==> config.mk <==
export PLATFORM = sky130hd
export DESIGN_NAME = round_sequencer
export DESIGN_NICKNAME = d
export VERILOG_FILES = /design/src/rtl/round_sequencer.sv
export SDC_FILE = /design/constraint.sdc
export NUM_CORES = 1
export LEC_CHECK = 0
export CORE_AREA = 5 5 70 104
export DETAILED_ROUTE_END_ITERATION = 10
export DIE_AREA = 0 0 75 109
export GPL_TIMING_DRIVEN = 0
export PLACE_DENSITY = 0.65
export SLEW_MARGIN = 10
export SYNTH_ARGS = -nofsm -noshare
export SYNTH_HDL_FRONTEND = slang
export SYNTH_SLANG_ARGS = --single-unit
==> constraint.sdc <==
create_clock -name clk_1 -period 2.5 [get_ports clk_1]
set_input_delay 0.375 -clock clk_1 [delete_from_list [all_inputs] [get_ports clk_1]]
set_output_delay 0.375 -clock clk_1 [all_outputs]
set_load 0.01 [all_outputs]
==> src/rtl/round_sequencer.sv <==
// round_sequencer: round controller for the pattern game (level latch, per-round clear/gen/print/input sequencing, judging, final score)
module round_sequencer #(
  parameter int NUM_ROUNDS = 10,
  parameter int GAP_CYCLES = 2,
  parameter int POINTS = 10
) (
  input  logic        clk_1,
  input  logic        rst,
  input  logic        level_select_end,
  input  logic [2:0]  level,
  input  logic        start,
  input  logic        pattern_gen_end,
  input  logic        print_pattern_end,
  input  logic        input_trim_end,
  input  logic        round_win,
  output logic        sub_clr,
  output logic        pattern_gen_en,
  output logic        print_en,
  output logic        input_en,
  output logic [15:0] lv_enable,
  output logic [4:0]  round_count,
  output logic [3:0]  answer_count,
  output logic        game_end,
  output logic [6:0]  score
);
  localparam logic [4:0] LAST = 5'(NUM_ROUNDS);
  localparam logic [3:0] GAP_LAST = 4'(GAP_CYCLES - 1);
  localparam logic [6:0] PTS = 7'(POINTS);
  typedef enum logic [3:0] {IDLE, ARM, CLR, GEN, PRINT, INPUT, JUDGE, GAP, DONE} state_t;
  state_t r_state, w_next;
  logic [2:0] r_level;
  logic       r_win;
  logic [3:0] r_gap;
  logic       w_level_ok;
  logic [4:0] w_round;
  logic [3:0] w_answer;
  always_comb begin
    w_level_ok = level == 3'b001 || level == 3'b010 || level == 3'b100;
    w_round = round_count + 5'd1;
    w_answer = answer_count + {3'b000, r_win};
    w_next = r_state;
    case (r_state)
      IDLE:    w_next = level_select_end && w_level_ok ? ARM : IDLE;
      ARM:     w_next = start ? CLR : ARM;
      CLR:     w_next = GEN;
      GEN:     w_next = pattern_gen_end ? PRINT : GEN;
      PRINT:   w_next = print_pattern_end ? INPUT : PRINT;
      INPUT:   w_next = input_trim_end ? JUDGE : INPUT;
      JUDGE:   w_next = w_round == LAST ? DONE : GAP;
      GAP:     w_next = r_gap == GAP_LAST ? CLR : GAP;
      DONE:    w_next = DONE;
      default: w_next = IDLE;
    endcase
  end
  always_ff @(posedge clk_1) begin
    if (rst) begin
      r_state <= IDLE;
      r_level <= 3'd0;
      r_win <= 1'b0;
      r_gap <= 4'd0;
      sub_clr <= 1'b0;
      pattern_gen_en <= 1'b0;
      print_en <= 1'b0;
      input_en <= 1'b0;
      lv_enable <= 16'd0;
      round_count <= 5'd0;
      answer_count <= 4'd0;
      game_end <= 1'b0;
      score <= 7'd0;
    end else begin
      r_state <= w_next;
      sub_clr <= w_next == CLR;
      pattern_gen_en <= w_next == GEN;
      print_en <= w_next == PRINT;
      input_en <= w_next == INPUT;
      r_gap <= r_state == GAP && w_next == GAP ? r_gap + 4'd1 : 4'd0;
      if (r_state == IDLE && w_next == ARM) r_level <= level;
      if (r_state == ARM && w_next == CLR)
        lv_enable <= r_level[2] ? 16'hFFFF : r_level[1] ? 16'h0FFF : r_level[0] ? 16'h00FF : 16'h0000;
      if (r_state == INPUT && input_trim_end) r_win <= round_win;
      if (r_state == JUDGE) begin
        round_count <= w_round;
        answer_count <= w_answer;
      end
      if (r_state == JUDGE && w_next == DONE) begin
        game_end <= 1'b1;
        score <= PTS * {3'b000, w_answer};
      end
    end
  end
endmodule

==> results.md, run 1 <==
* Max-Cap Viols at 0
* DR vias at 1481
* Area of the core at 6350 sq um
* Startpoint types: register
* Highest clock rate at 432 MHz
* Mapped Cells at 196
* Slew HR at 64.9%
* Maximum vdd ir drop at 0.355 mV
* Total CTS buffers at 5
* Clk_skew at 0.00623 ns
* Clock latency reported for the late side of the worst-skew pair at 0.30 ns
* Initial Util at 28.8%
* WL/cell at 12.4 um
* Synthesized cell area at 1830 sq um
* CTS Hold Bufs at 0
* CP Class: register to register
* Area growth syn-to-layout at 35.5%
* Clk buf depth at 2
* Initial drt markers at 41
* Non-filler cells in the finished layout at 326
* Post-route DRC violation count at 0
* Minimum clock period at 2.31 ns
* Post-Route WL at 4040 um
* HPWL Detailed at 3120 um
* Data arrival, critical path at 2.49 ns
* Vias in the first global route at 1482
* Clock Sink Count at 35
* CTS tree: yes
* RSZ-0062 raised after global routing: false
* Share of cells above drive strength 1 at 13.6%
* Max Fanout on Critical Path at 3
* Largest net degree at the start of global routing at 14
* Pleak at 0.974 nW
* Status: finished clean
* Fin crit share at 92.5%
* GRT Total Usage at 10.8%
* Hold Crit Class: register to register
* Worst-margin pin slew at 0.526 ns
* CTS H-tree lvls at 2
* Horiz. Die Dim at 75 um
* Syn nets at 217
* # rows at 36
* Die Area at 8180 sq um
* FF-to-FF Start: answer_count[0]
* Synthesized flop and latch total at 35
* Critical Path RT at 2.68 ns
* Fin nets at 270
* Routed Antenna Nets at 0
* Yosys top cell by area: dfxtp_1
* CTS root buf: clkbuf_8
* Yosys warning count at 0
* Sequential fraction of the synthesis area at 38.3%
* Total setup buffers inserted after CTS at 0
* Worst setup path start: answer_count[0]
* Grt total ovfl at 0
* Final setup violation count at 0
* Filler cells at 649
* Critical hold path startpoint: r_gap[0]
* Yosys top cell area share at 38.3%
* Mean Syn Cell Area at 9.33 sq um
* Fraction of registers with async set/reset at 0%
* Die Height at 109 um
* Number of flops mapped to enable cells by yosys at 0
* Yosys cell types at 48
* N_diodes at 0
* RePlAce Congestion at 0.808
* First-pass GRT wire length at 6780 um
* Final hold viol count at 0
* Clock Pin Slew Worst Setup and Hold Paths at 0.08 ns
* I/O pin count at 48
* Drt first pass iters at 4
* Routed vias/inst at 4.54
* Setup TNS at 0 ns
* Synth Flop Type: dfxtp_1
* Cts repair resizes at 0
* Pwr dens at 455 nW/um^2
* Initial antenna violation count at 0
* IO buf count at 46
* Slew Limit Fails at 0
* Crit end category: register
* Post-Place Cells at 318
* Largest cells by area after synthesis: dfxtp_1 (38%), nor2_1 (7.8%), mux2i_1 (7.1%)
## per-layer routing
metal  GRT usage, %  part of all wire [%]
met1           12.3                    42
met2           18.8                    53
met3           2.49                   3.1
met4           4.96                   2.0
met5              0                     0
## cells in the mapped netlist, types with 2 or more instances
master,instances
mux2i_1,13
buf_4,14
clkbuf_1,6
a32oi_1,2
xor2_1,7
nor2b_1,4
nand2b_1,2
ha_1,9
nand2_1,7
a211oi_1,5
dfxtp_1,35
nor2_1,38
a31o_1,2
inv_1,4
nand3_1,4
nor3_1,3
xnor2_1,5
a2bb2oi_1,2
a21oi_1,3
and3_1,2
nand4b_1,2
## logic make-up after synthesis
logic type / after synthesis / synth area share [%]
simple gates: 76 / 22.1
fa+ha+maj: 10 / 7.26
buf+inv: 27 / 9.17
xor+xnor: 12 / 5.75
flops: 35 / 38.3
compound gates: 21 / 9.45
mux: 14 / 7.73
other cells: 1 / 0.205
## path summary, 6_finish.rpt
check	to	slack, ns	cells after the start
setup / recovery	score[6]	0.19	9
setup reg to reg	score[6]	0.19	9
hold reg to reg	r_gap[0]	0.47	1
hold / removal	r_gap[0]	0.47	1
## registers in the layout, indices dropped and copies added (netlist names)
register,cells
score,6
round_count,5
answer_count,4
r_gap,4
r_state,4
lv_enable,3
r_level,3
game_end,1
input_en,1
pattern_gen_en,1
print_en,1
r_win,1
sub_clr,1
## report_power, final
part | total [W] | switching, W | internal [W]
clock | 0.000433 | 0.000233 | 0.000199
combinational | 0.000123 | 0.0000557 | 0.0000671
sequential | 0.000572 | 0.00000753 | 0.000565
total | 0.00113 | 0.000297 | 0.000831
## final cells by class
class                   count  area [sq um]  area share [%]
repair buffers             46           460            18.6
inverters                   4          15.0           0.606
flip-flops and latches     35           701            28.3
clock inverters             3          23.8           0.960
plain buffers              23           153            6.16
well taps                  76          95.1            3.84
multi-input cells         134           960            38.8
clock buffers               5          68.8            2.78
## cells in the final DEF (no fill, tap or decap), types with 5 or more instances in the layout
cell type	synthesis	layout
mux2i_1	13	13
clkbuf_8	0	5
xnor2_1	5	5
clkdlybuf4s50_1	0	46
clkbuf_1	6	6
xor2_1	7	7
nor2_1	38	38
dfxtp_1	35	35
a211oi_1	5	5
nand2_1	7	7
buf_4	14	14
ha_1	9	9
## stage by stage
| stage | power, W | hold WS [ns] | worst slack, ns | cell area [sq um] | utilization (%) |
|---|---|---|---|---|---|
| 6_report | 0.00113 | 0.471 | 0.188 | 2480 | 39.0 |
| 5_1_grt | 0.00118 | 0.515 | 0.00474 | 2480 | 39.0 |
| 4_1_cts | 0.00114 | 0.478 | 0.171 | 2480 | 39.0 |
| 3_5_place_dp | 0.000709 | 0.460 | 0.183 | 2380 | 37.5 |
| 3_3_place_gp | 0.000708 | 0.448 | 0.228 | 2380 | 37.5 |
| 2_1_floorplan | 0.000653 | 0.433 | 0.328 | 1830 | - |
## worst max-delay path, cell delays in order, from the launching register on
cell	delay, ns
dfxtp_1	0.36
ha_1	0.18
nand3_1	0.12
xnor2_1	0.28
ha_1	0.29
ha_1	0.21
fa_1	0.38
xor2_1	0.17
mux2i_1	0.14
nor2_1	0.05
Power figures use the tool's default switching activity.
==> inputs of run 2 (changes only) <==
--- a/config.mk
+++ b/config.mk
@@ -6,6 +6,7 @@
 export NUM_CORES = 1
 export LEC_CHECK = 0
 export CORE_AREA = 5 5 70 104
+export CTS_CLUSTER_SIZE = 16
 export DETAILED_ROUTE_END_ITERATION = 10
 export DIE_AREA = 0 0 75 109
 export GPL_TIMING_DRIVEN = 0
==> results of run 2 <==
No change in the layout: final DEF, timing and power equal those of run 1.
==> inputs of run 3 (changes only) <==
--- a/config.mk
+++ b/config.mk
@@ -5,12 +5,13 @@
 export SDC_FILE = /design/constraint.sdc
 export NUM_CORES = 1
 export LEC_CHECK = 0
-export CORE_AREA = 5 5 70 104
+export CORE_AREA = 2 2 67 101
 export CTS_CLUSTER_SIZE = 16
 export DETAILED_ROUTE_END_ITERATION = 10
-export DIE_AREA = 0 0 75 109
+export DIE_AREA = 0 0 69 103
+export DONT_BUFFER_PORTS = 1
 export GPL_TIMING_DRIVEN = 0
-export PLACE_DENSITY = 0.65
+export PLACE_DENSITY = 0.55
 export SLEW_MARGIN = 10
 export SYNTH_ARGS = -nofsm -noshare
 export SYNTH_HDL_FRONTEND = slang
==> results.md, run 3 (same netlist as run 1, synthesis figures left out) <==
* Area growth syn-to-layout at 10.1%
* Fin nets at 224 (-17%)
* Startpoint types: register
* Largest net degree at the start of global routing at 11 (-3)
* Minimum clock period at 2.32 ns (+0.0124 ns)
* Top flop regs: score x6, round_count x5
* Non-filler cells in the finished layout at 280 (-14%)
* Routed vias/inst at 4.76 (+4.9%)
* Worst R2R End: score[6]
* Critical Path Stages at 9 (unchanged)
* Max Fanout on Critical Path at 3 (unchanged)
* Critical hold path startpoint: level[1]
* Placed Area at 1920 sq um (-19%)
* First-pass GRT wire length at 6400 um (-5.6%)
* Final Util at 31.9% (-7.1 points)
* Die Height at 103 um (-5.5%)
* DR vias at 1334 (-9.9%)
* Status: finished clean
* Area of the core at 6310 sq um (-0.71%)
* RePlAce Congestion at 0.798 (-1.2%)
* Total CTS buffers at 5 (unchanged)
* RSZ-0062 raised after global routing: false
* WP buf/inv at 0 (unchanged)
* Die Area at 7110 sq um (-13%)
* Highest clock rate at 430 MHz (-0.53%)
* Final hold viol count at 0 (unchanged)
* Clk buf depth at 2 (unchanged)
* Most frequent cells in the layout: nor2_1 (38), dfxtp_1 (35), buf_4 (14)
* Max reg flops at 6 (unchanged)
* Critical-path cell list: ha_1, nand3_1, xnor2_2, ha_1, ha_1, fa_1, xor2_1, mux2i_1, nor2_1
* HPWL Detailed at 2980 um (-4.5%)
* Initial drt markers at 43 (+4.9%)
* Final Power at 0.00105 W (-7.0%)
* Crit end category: register
* CTS tree: yes
* Clock Pin Slew Worst Setup and Hold Paths at 0.07 ns (about the same)
* Slew Limit Fails at 0 (unchanged)
* I/O pin count at 48 (unchanged)
* Post-route DRC violation count at 0 (unchanged)
* Worst setup path endpoint: score[6]
* Initial antenna violation count at 0 (unchanged)
* Post-Route WL at 3840 um (-4.9%)
* Cells on worst reg2reg path at 9 (unchanged)
* Most common cell after layout, fill and taps aside: nor2_1
* CTS Hold Bufs at 0 (unchanged)
* GRT Total Usage at 11.4% (+0.60 points)
* Crit-path leading delay family: adder cells
* Routed Antenna Nets at 0 (unchanged)
* Clk_skew at 0.00474 ns (-0.00149 ns)
* CTS root buf: clkbuf_8
* CP Class: register to register
* IO buf count at 0 (-100%)
* Reg-to-reg slack, setup at 0.18 ns (about the same)
* Pleak at 0.823 nW (-16%)
* FF-to-FF Start: answer_count[0]
* Post-Place Cells at 272 (-14%)
* WL/cell at 13.7 um (+11%)
* # rows at 36 (unchanged)
* Grt total ovfl at 0 (unchanged)
* Vias in the first global route at 1363 (-8.0%)
* Drt first pass iters at 5 (+1)
* Initial Util at 29.0% (+0.21 points)
* Post-route cell area at 2010 sq um (-19%)
* Cts repair resizes at 0 (unchanged)
* N_diodes at 0 (unchanged)
* Cell mode on critical path: ha_1
* Largest Register: score
* Horiz. Die Dim at 69 um (-8.0%)
* Final setup violation count at 0 (unchanged)
* Clock latency reported for the late side of the worst-skew pair at 0.29 ns (about the same)
* Share of cells above drive strength 1 at 16.2% (+2.6 points)
* Worst-margin pin slew at 0.525 ns (-0.00119 ns)
* Crit-path slowest cell: dfxtp_1
* Total setup buffers inserted after CTS at 0 (unchanged)
* Worst setup path start: answer_count[0]
* Pwr dens at 521 nW/um^2 (+14%)
* Setup TNS at 0 ns (unchanged)
* Clock Sink Count at 35 (unchanged)
* Fin crit share at 93.0% (+0.50 points)
* Slew HR at 65.0% (+0.079 points)
* CTS H-tree lvls at 2 (unchanged)
* Max-Cap Viols at 0 (unchanged)
* CP peak stage delay at 0.42 ns (+0.04 ns)
* Critical Path RT at 2.66 ns (-0.02 ns)
* Maximum vdd ir drop at 0.180 mV (-49%)
* Hold Crit Class: primary input to register
* Data arrival, critical path at 2.49 ns (about the same)
[run 3: cell types whose count changed in the layout (fill, tap and decap cells not counted), sizes merged]
cell           before  now
clkinvlp            2    0
inv                 5    4
clkinv              0    1
clkbuf             11   13
clkdlybuf4s50      46    0
[run 3: through the flow]
| stage | setup WS, ns | hold slack [ns] |
|---|---|---|
| 4_1_cts | 0.0817 | 0.236 |
| 3_5_place_dp | 0.101 | 0.465 |
| 5_1_grt | 0.0751 | 0.234 |
| 3_3_place_gp | 0.136 | 0.449 |
| 2_1_floorplan | 0.328 | 0.433 |
| 6_report | 0.175 | 0.239 |
[run 3: area by class of cell]
class,count,area [sq um]
well taps,76,95.1
clock buffers,7,76.3
clock inverters,1,5.00
fillers,676,4290
multi-input cells,134,967
flip-flops and latches,35,701
inverters,4,15.0
plain buffers,23,153
[run 3: layer usage]
metal / global-route usage (%) / share of wire, % / vias up
li1: - / - / 667
met1: 11.9 / 38 / 623
met2: 20.3 / 52 / 35
met3: 2.83 / 6.5 / 9
met4: 7.84 / 3.2 / 0
met5: 0 / 0 / -
[run 3: how the worst min path moves through the flow]
| stage | cells after the start | slack (ns) | end |
|---|---|---|---|
| finish | 2 | 0.24 | r_level[1] |
| global route | 2 | 0.23 | r_level[1] |
| CTS | 2 | 0.24 | r_level[1] |
| global placement | 1 | 0.45 | r_gap[0] |
| detailed placement | 1 | 0.46 | r_gap[0] |
| floorplan | 1 | 0.43 | r_gap[0] |
[run 3: power breakdown]
group	internal (W)	total [W]	switching, W
clock	0.000195	0.000395	0.000199
sequential	0.000565	0.000575	0.00000928
combinational	0.0000346	0.0000792	0.0000446
